### config.mk
export PLATFORM = sky130hd
export DESIGN_NAME = dmem_arbiter
export DESIGN_NICKNAME = d
export VERILOG_FILES = /design/src/rtl/dmem_arb_pkg.sv /design/src/rtl/dmem_arb_starve_cnt.sv /design/src/rtl/dmem_arbiter.sv
export SDC_FILE = /design/constraint.sdc
export NUM_CORES = 1
export LEC_CHECK = 0
export ABC_CLOCK_PERIOD_IN_PS = 3500
export CORE_AREA = 10 10 106 108
export CTS_BUF_LIST = sky130_fd_sc_hd__clkbuf_4 sky130_fd_sc_hd__clkbuf_8
export CTS_CLUSTER_DIAMETER = 150
export DETAILED_ROUTE_END_ITERATION = 7
export DIE_AREA = 0 0 116 118
export DONT_BUFFER_PORTS = 1
export PLACE_DENSITY_LB_ADDON = 0.15
export RECOVER_POWER = 25
export SYNTH_ARGS = -nofsm -noshare
export SYNTH_HDL_FRONTEND = slang
export SYNTH_HIERARCHICAL = 1
export SYNTH_SLANG_ARGS = --single-unit
export TNS_END_PERCENT = 1
### constraint.sdc
create_clock -name clk -period 3.5 [get_ports clk]
set_input_delay 0.525 -clock clk [delete_from_list [all_inputs] [get_ports clk]]
set_output_delay 0.525 -clock clk [all_outputs]
set_load 0.005 [all_outputs]
### src/rtl/dmem_arb_pkg.sv
// Shared encodings for the data-memory arbiter: FSM states and requester selects.
package dmem_arb_pkg;

  typedef enum logic [1:0] {
    S_CPU   = 2'd0,
    S_EXT   = 2'd1,
    S_LOCK  = 2'd2,
    S_FORCE = 2'd3
  } state_t;

  typedef enum logic [1:0] {
    SEL_NONE = 2'd0,
    SEL_CPU  = 2'd1,
    SEL_EXT  = 2'd2
  } sel_t;

  // Counter width able to hold 0..max_wait-1 (max_wait >= 2).
  function automatic int wait_cnt_width(input int max_wait);
    return (max_wait > 2) ? $clog2(max_wait) : 1;
  endfunction

endpackage

### src/rtl/dmem_arb_starve_cnt.sv
// Consecutive CPU stall counter; trip fires on the MAX_WAIT-th stall cycle in a row.
module dmem_arb_starve_cnt
  import dmem_arb_pkg::*;
#(
  parameter int MAX_WAIT = 8
) (
  input  logic clk,
  input  logic reset,
  input  logic stall,
  output logic trip
);

  localparam int CW = wait_cnt_width(MAX_WAIT);

  logic [CW-1:0] wcnt_reg;

  assign trip = stall && (wcnt_reg == CW'(MAX_WAIT - 1));

  always_ff @(posedge clk) begin
    if (reset || trip || !stall) begin
      wcnt_reg <= '0;
    end else begin
      wcnt_reg <= wcnt_reg + 1'b1;
    end
  end

endmodule

### src/rtl/dmem_arbiter.sv
// Arbitrates one data-memory port between the CPU memory stage and an external requester.
// Optional starvation guard (wait counter + S_FORCE) enabled by defining DMEM_ARB_STARVE_EN.
module dmem_arbiter
  import dmem_arb_pkg::*;
#(
  parameter int AW       = 32,
  parameter int DW       = 32,
  parameter int MAX_WAIT = 8
) (
  input  logic          clk,
  input  logic          reset,
  input  logic          cpu_req,
  input  logic          cpu_we,
  input  logic [AW-1:0] cpu_addr,
  input  logic [DW-1:0] cpu_wdata,
  output logic [DW-1:0] cpu_rdata,
  output logic          cpu_stall,
  input  logic          ext_req,
  input  logic          ext_we,
  input  logic          ext_lock,
  input  logic [AW-1:0] ext_addr,
  input  logic [DW-1:0] ext_wdata,
  output logic          ext_gnt,
  output logic [DW-1:0] ext_rdata,
  output logic          mem_we,
  output logic [AW-1:0] mem_addr,
  output logic [DW-1:0] mem_wdata,
  input  logic [DW-1:0] mem_rdata
);

  state_t state_reg;
  state_t state_next;
  sel_t   sel;
  logic   cpu_gnt;

  // Grant is purely combinational so an access completes in the cycle it is presented.
  always_comb begin
    sel = SEL_NONE;
    if (!reset) begin
      case (state_reg)
        S_EXT: begin
          if (cpu_req)      sel = SEL_CPU;
          else if (ext_req) sel = SEL_EXT;
        end
`ifdef DMEM_ARB_STARVE_EN
        S_FORCE: begin
          if (cpu_req) sel = SEL_CPU;
        end
`endif
        default: begin
          if (ext_req)      sel = SEL_EXT;
          else if (cpu_req) sel = SEL_CPU;
        end
      endcase
    end
  end

  assign cpu_gnt   = (sel == SEL_CPU);
  assign ext_gnt   = (sel == SEL_EXT);
  assign cpu_stall = cpu_req & ~cpu_gnt & ~reset;
  assign cpu_rdata = mem_rdata;
  assign ext_rdata = mem_rdata;

  always_comb begin
    mem_we    = 1'b0;
    mem_addr  = '0;
    mem_wdata = '0;
    case (sel)
      SEL_CPU: begin
        mem_we    = cpu_we;
        mem_addr  = cpu_addr;
        mem_wdata = cpu_wdata;
      end
      SEL_EXT: begin
        mem_we    = ext_we;
        mem_addr  = ext_addr;
        mem_wdata = ext_wdata;
      end
      default: ;
    endcase
  end

`ifdef DMEM_ARB_STARVE_EN
  logic trip;

  dmem_arb_starve_cnt #(
    .MAX_WAIT (MAX_WAIT)
  ) u_starve_cnt (
    .clk   (clk),
    .reset (reset),
    .stall (cpu_stall),
    .trip  (trip)
  );
`endif

  always_comb begin
    state_next = S_CPU;
`ifdef DMEM_ARB_STARVE_EN
    if (trip) begin
      state_next = S_FORCE;
    end else
`endif
    if (ext_gnt) begin
      state_next = ext_lock ? S_LOCK : S_EXT;
    end
`ifdef DMEM_ARB_STARVE_EN
    // Leaving a forced CPU beat hands a still-locked burst straight back to ext.
    else if (cpu_gnt && (state_reg == S_FORCE) && ext_req && ext_lock) begin
      state_next = S_LOCK;
    end
`endif
  end

  always_ff @(posedge clk) begin
    if (reset) begin
      state_reg <= S_CPU;
    end else begin
      state_reg <= state_next;
    end
  end

endmodule

== Word-level counts from Yosys, hierarchy flattened ==
Index checks and enable logic that the tools add are counted.
Operators by class
  $add $sub $neg: 0
  multiply operators: 0
  div/mod/pow operators: 0
  magnitude comparators: 0
  equal/unequal tests: 3
  shift operators: 0
  mux-type cells: 10
  bitwise logic cells: 5
  reduce and logical (&&, ||, !) cells: 1
Operators with widths (number)
  32-bit case mux with 2 select lines: 2
  2-bit two-way mux: 6
  2-bit by 1-bit == test with 1-bit output (second input constant): 2
  1-bit inverter: 3
  1-bit bitwise AND: 2
  2-bit == test (second input constant): 1
  1-bit case mux with 2 select lines: 1
  2-bit OR reduction: 1
  1-bit two-way mux: 1
Storage, ports and cells
  flip-flop bits (word level): 2
  bits in latches: 0
  RAM bits: 0
  ROM bits: 0
  output and inout port bits: 131
  logic and storage cells: 20
  memories kept: 0

== Longest topological paths before layout ==
Gate-level depths: netlist (run 1).
  depth in word-level cells: 8
  depth in mapped cells: 7
  depth with buffers taken out: 5

== Worst setup path after synthesis (run 1) ==
OpenSTA, ideal clock, no wires.
  path kind: input -> output
  start point: in reset
  end point: out mem_addr[10]
  arrival time: 1.587 ns
  path slack: 1.388 ns
  cell stages on the path: 7
  buffers on the path: 2
  cells stage by stage: nand2b_1 > a21o_1 > ha_1 > buf_4 > buf_4 > a22oi_1 > nor2_1
Between the ends
  word-level cells in the longest chain between the ends: 3
  elaborated cells between the ends (all ways): 4
  classes of those cells: eq/ne: 2; mux: 2
RTL lines
  from (decl): RTL line dmem_arbiter.sv:11  | input logic reset,
  2-bit two-way mux: RTL line dmem_arbiter.sv:39  | if (!reset) begin
  2-bit == test
  via ext_gnt: RTL line dmem_arbiter.sv:23  | output logic ext_gnt,
  32-bit case mux with 2 select lines: RTL line dmem_arbiter.sv:68  | case (sel)
  to (decl): RTL line dmem_arbiter.sv:26  | output logic [AW-1:0] mem_addr,
The timed path passes the listed nets, and every way through them passes these cells.

== Worst setup path after layout (run 1) ==
  start point: in reset
  end point: out mem_wdata[24]
Between the ends
  word-level cells in the longest chain between the ends: 3
  elaborated cells between the ends (all ways): 4
  classes of those cells: eq/ne: 2; mux: 2
RTL lines
  2-bit two-way mux (*): RTL line dmem_arbiter.sv:39
  2-bit == test / 2-bit by 1-bit == test with 1-bit output (equally long branches): RTL line dmem_arbiter.sv:68
  32-bit case mux with 2 select lines (*): RTL line dmem_arbiter.sv:68
  to (decl): RTL line dmem_arbiter.sv:27  | output logic [DW-1:0] mem_wdata,
Mark *: on every way between the ends. The rest lies on a longest branch, timed or not.

==> reports/results.ini, run 1 <==
[logic_synthesis]
seq_area_frac_synth_pct=2.56
yosysWarnings=6
synth_cell_types=15
syn_inst=230
avgSynthCellArea_um2=6.79
synth-seq-cells=2
synthesis.area_mm2=0.00156
synth_nets=400

[setup_path]
r2r-start=state_reg[1]
worst_setup_path_end_kind=primary output
crit_type=input port to primary output
crit_fanout=37
worstSetupStartpointType=input port
cp-startpoint=reset
worst-endpoint-arrival_ps=2110
r2r_slack_ps=2330
cp.required_ps=2970

[layout]
syn2layout_area_growth_pct=-25.2
nets=324
drive_gt1_share_pct=12.5
largest_reg_flops=2
final_cell_mix=nor2_1 (66), a22oi_1 (55), a22oi_2 (10)
antenna_cells=0
seq_area_um2=40.0
multi_input_area_um2=893
utilization_pct=12.8
fillCellCount=1065
layout_commonest_cell=nor2_1

[clocking]
worstSkewPairLatency_ps=210
cts_setup_buffers=0
htree_levels=1
cts_tree=done
clkSinkCount=2
ctsRootBufferMaster=clkbuf_8
clkTransAtPathRegs_ps=30
postCtsHoldBufs=0
cts_buffer_depth=2
cts_resized=0
numCtsBuffers=3

[floorplan]
rows=35
top_level_ports=298
initial_core_util_pct=17.1
dieHeight_um=118
fp.dieW_um=116
core-area_mm2=0.00911
die-area_mm2=0.0137

[placement]
gp_routability_congestion=0.643
place_ws_ps=821
io_buffer_count=0
dp_hpwl_mm=5.93

[power]
p_total_mw=0.232
irDropWorstVdd_v=0.000204
power.density_mw_per_mm2=199
leakage_nw=0.293

[sta]
tns_ps=0
setup-violations-final=0
setup_ws_ps=863
hold_viol=0
finClkSkew_ps=1.53
holdWs_ps=392
period_share_pct=75.3
max_freq_ghz=0.379
tightest_slew_ps=699
finalWorstPathRequiredPeriod_ps=2640
drv_slew=0
relSlewSlack_pct=53.4
rsz0062_at_grt=no

[worst_hold_path]
min_from=reset
hold_path.class=input port to flip-flop

[route]
postRouteAntennaNets=0
drt_iter0_drc=73
drtPass1Iterations=5
wl_per_cell_um=26.2
vias=1347
drc_errors=0
vias_per_cell=5.12
finalWirelength_mm=6.88

[status]
status=completed

[global_route]
antenna_found_initial=0
globalRouteOverflowTotal=0
grt_pass1_wl_mm=9.75
grt_max_degree=38
grt_use_total_pct=8.65
first_global_vias=1564

[job]
drv_cap=0

-- critical path, stage by stage --
cell	delay, ps
nand2b_1	160
a21oi_1	150
ha_2	660
buf_12	270
a22oi_1	110
nor2_1	200
-- kinds of logic (layout without fill, tap and decap cells) --
logic type	after synthesis	in the layout	synth area share, %
AO/OA/AOI/OAI	67	67	35.3
adder cells (fa/ha/maj)	3	3	2.40
buffers and inverters	85	7	40.5
flip-flops	2	2	2.56
AND/OR/NAND/NOR	73	73	19.2
-- metal layers --
metal,GRT usage [%],wire length (µm),vias up
met5,0,0,-
met4,3.36,204,0
met3,3.82,930,30
met2,14.9,3420,119
met1,8.90,2320,610
li1,-,-,588
-- path summary, 6_finish.rpt --
| path | endpoint | depth (start not counted) |
|---|---|---|
| worst max-delay path | mem_wdata[24] | 6 |
| worst min-delay path | state_reg[0] | 1 |
| worst max register to register | state_reg[1] | 4 |
| worst min register to register | state_reg[1] | 4 |
-- cell type report --
cell class,instances,area share [%]
clock buffer,3,3.53
timing repair buffer,4,4.71
tap,111,11.9
sequential,2,3.43
multi-input combinational,143,76.4
-- where the power goes --
| part | internal (mW) | switching (mW) | total, mW |
|---|---|---|---|
| Combinational | 0.0437 | 0.0743 | 0.118 |
| Clock | 0.0727 | 0.0175 | 0.0901 |
| Sequential | 0.0236 | 0.000226 | 0.0238 |
-- cell usage after synthesis (all sizes together) --
library cell / number / share of area (%)
dfxtp: 2 / 2.6
and3b: 2 / 1.1
buf: 84 / 40
a21oi: 1 / 0.32
nand2b: 2 / 0.80
a21o: 1 / 0.48
clkbuf: 1 / 0.24
nand3b: 2 / 0.96
nor3b: 1 / 0.48
nor2: 66 / 16
ha: 3 / 2.4
a22oi: 65 / 34
-- metrics by stage --
stage / cell area (µm²) / instances
floorplan: 1560 / 230
global placement: 1130 / 260
detailed placement: 1130 / 260
CTS: 1170 / 263
global route: 1170 / 263
finish: 1170 / 263
(Power assumes the default switching activity.)
==> run 2: changes to the inputs <==
--- a/config.mk
+++ b/config.mk
@@ -5,7 +5,7 @@
 export SDC_FILE = /design/constraint.sdc
 export NUM_CORES = 1
 export LEC_CHECK = 0
-export ABC_CLOCK_PERIOD_IN_PS = 3500
+export ABC_CLOCK_PERIOD_IN_PS = 2550
 export CORE_AREA = 10 10 106 108
 export CTS_BUF_LIST = sky130_fd_sc_hd__clkbuf_4 sky130_fd_sc_hd__clkbuf_8
 export CTS_CLUSTER_DIAMETER = 150
==> constraint.sdc (replaced) <==
create_clock -name clk -period 2.55 [get_ports clk]
set_input_delay 0.3825 -clock clk [delete_from_list [all_inputs] [get_ports clk]]
set_output_delay 0.3825 -clock clk [all_outputs]
set_load 0.005 [all_outputs]
==> run 2 against run 1 <==
Net effect:
- cell count unchanged
- power increased by 38%
- global-route usage decreased by 0.43 points
- clock skew decreased by 0.64 ps
- via count increased by 0.59%
- critical path depth decreased by 1
- clock-buffer cell count unchanged
- sequential power increased by 37%
- non-clock buffer count unchanged
- largest power group unchanged
- highest routed layer unchanged
==> reports/results.ini, run 2 (synthesized netlist as in run 1, its figures left out) <==
[status]
status=completed

[setup_path]
crit_type=flip-flop to primary output
worstSetupStartpointType=flip-flop
worst-endpoint-arrival_ps=1780  ; -330 ps
crit_fanout=36  ; -2.7%
cp.required_ps=2170  ; -800 ps
cpPeakStageDelay_ps=700  ; +40 ps
reg2reg_depth=4  ; unchanged
worst_setup_path_end_kind=primary output
r2r_slack_ps=1380  ; -950 ps
cp_cell_sequence=nand3b_1 -> nand3b_1 -> ha_2 -> buf_12 -> nor2_1
crit_path_top_delay_cell=ha_2
critPathMostFrequentCell=nand3b_1
worstReg2RegEnd=state_reg[1]
r2r-start=state_reg[1]

[placement]
numPlacedInstances=260  ; unchanged
dp_hpwl_mm=5.74  ; -3.2%
io_buffer_count=0  ; unchanged
place_ws_ps=515  ; -305 ps
gp_routability_congestion=0.654  ; +1.8%

[clocking]
numCtsBuffers=3  ; unchanged
cts_buffer_depth=2  ; unchanged
clkTransAtPathRegs_ps=30  ; about the same
cts_tree=done
cts_resized=0  ; unchanged
htree_levels=1  ; unchanged
cts_setup_buffers=0  ; unchanged
postCtsHoldBufs=0  ; unchanged
ctsRootBufferMaster=clkbuf_8
clkSinkCount=2  ; unchanged
worstSkewPairLatency_ps=210  ; about the same

[route]
met2_length_mm=3.33  ; -2.6%
top_layer=met4
postRouteAntennaNets=0  ; unchanged
vias=1355  ; +0.59%
drtPass1Iterations=4  ; -1
met1Wirelength_mm=2.21  ; -4.7%
finalWirelength_mm=6.64  ; -3.5%
met3_length_um=895  ; -3.8%
drc_errors=0  ; unchanged
wl_per_cell_um=25.2  ; -3.5%
drt_iter0_drc=67  ; -8.2%
vias_per_cell=5.15  ; +0.59%

[floorplan]
dieHeight_um=118  ; unchanged
rows=35  ; unchanged
initial_core_util_pct=17.1  ; unchanged
fp.dieW_um=116  ; unchanged
top_level_ports=298  ; unchanged
core-area_mm2=0.00911  ; unchanged
die-area_mm2=0.0137  ; unchanged

[layout]
utilization_pct=12.8  ; unchanged
drive_gt1_share_pct=12.5  ; unchanged
largest_reg_flops=2  ; unchanged
syn2layout_area_growth_pct=-25.2  ; unchanged
final_cell_mix=nor2_1 (66), a22oi_1 (55), a22oi_2 (10)
fillCellCount=1062  ; -0.28%
antenna_cells=0  ; unchanged
nets=324  ; unchanged
final_cells=263  ; unchanged
layout_commonest_cell=nor2_1

[sta]
holdWs_ps=246  ; -146 ps
period_share_pct=84.9
finalWorstPathRequiredPeriod_ps=2170
hold_viol=0  ; unchanged
setup-violations-final=0  ; unchanged
max_freq_ghz=0.462
rsz0062_at_grt=no
setup_ws_ps=384  ; -479 ps
tns_ps=0  ; unchanged
tightest_slew_ps=561  ; -139 ps
finClkSkew_ps=0.887  ; -0.639 ps
drv_slew=0  ; unchanged
relSlewSlack_pct=62.6  ; +9.2 points

[worst_hold_path]
min_from=reset
hold_path.class=input port to flip-flop
hold_depth=1  ; unchanged
min_to=state_reg[0]

[global_route]
first_global_vias=1519  ; -2.9%
globalRouteOverflowTotal=0  ; unchanged
grt_max_degree=67  ; +76%
antenna_found_initial=0  ; unchanged
grt_pass1_wl_mm=9.19  ; -5.7%
grt_use_total_pct=8.21  ; -0.43 points

[power]
power.density_mw_per_mm2=274  ; +38%
irDropWorstVdd_v=0.000273  ; +34%
leakage_nw=0.293  ; unchanged

[job]
drv_cap=0  ; unchanged

## run 2: cell counts in the layout (fill, tap and decap cells not counted)
Identical to the previous run, type by type.
## run 2: how the worst max path moves through the flow
stage	startpoint	to	slack, ps
after floorplan	reset	mem_addr[10]	720
after global placement	reset	mem_addr[25]	540
after detailed placement	reset	mem_wdata[24]	520
after CTS	state_reg[1]	mem_wdata[24]	350
after global routing	state_reg[1]	mem_wdata[6]	230
final	state_reg[1]	mem_wdata[24]	380
## run 2: final cells by class
| cell class | instances | area, µm² | share of cell area [%] |
|---|---|---|---|
| clock buffers | 3 | 41.3 | 3.53 |
| well taps | 111 | 139 | 11.9 |
| repair buffers | 4 | 55.1 | 4.71 |
| multi-input cells | 143 | 893 | 76.4 |
| flip-flops and latches | 2 | 40.0 | 3.43 |
## run 2: per-stage QoR
step | power (mW) | instance area [µm²]
after floorplan | 0.255 | 1560
after global placement | 0.197 | 1130
after detailed placement | 0.198 | 1130
after CTS | 0.328 | 1170
after global routing | 0.347 | 1170
final | 0.320 | 1170
## run 2: critical path: cells and delay by family, from the launching register on
family        cells  cell delay, ps
flops             1             300
simple gates      3             300
buf+inv           1             250
fa+ha+maj         1             700
## run 2: where the power goes
group          total [mW]  internal [mW]  switching (mW)
Sequential         0.0327         0.0324        0.000307
Combinational       0.161         0.0589           0.102
Clock               0.126         0.0999          0.0259
## run 2: metal layers
| metal | vias to the layer above | GRT usage, % |
|---|---|---|
| met3 | 30 | 3.57 |
| met4 | 0 | 3.21 |
| met5 | - | 0 |
| met1 | 615 | 7.98 |
| met2 | 122 | 14.7 |
| li1 | 588 | - |
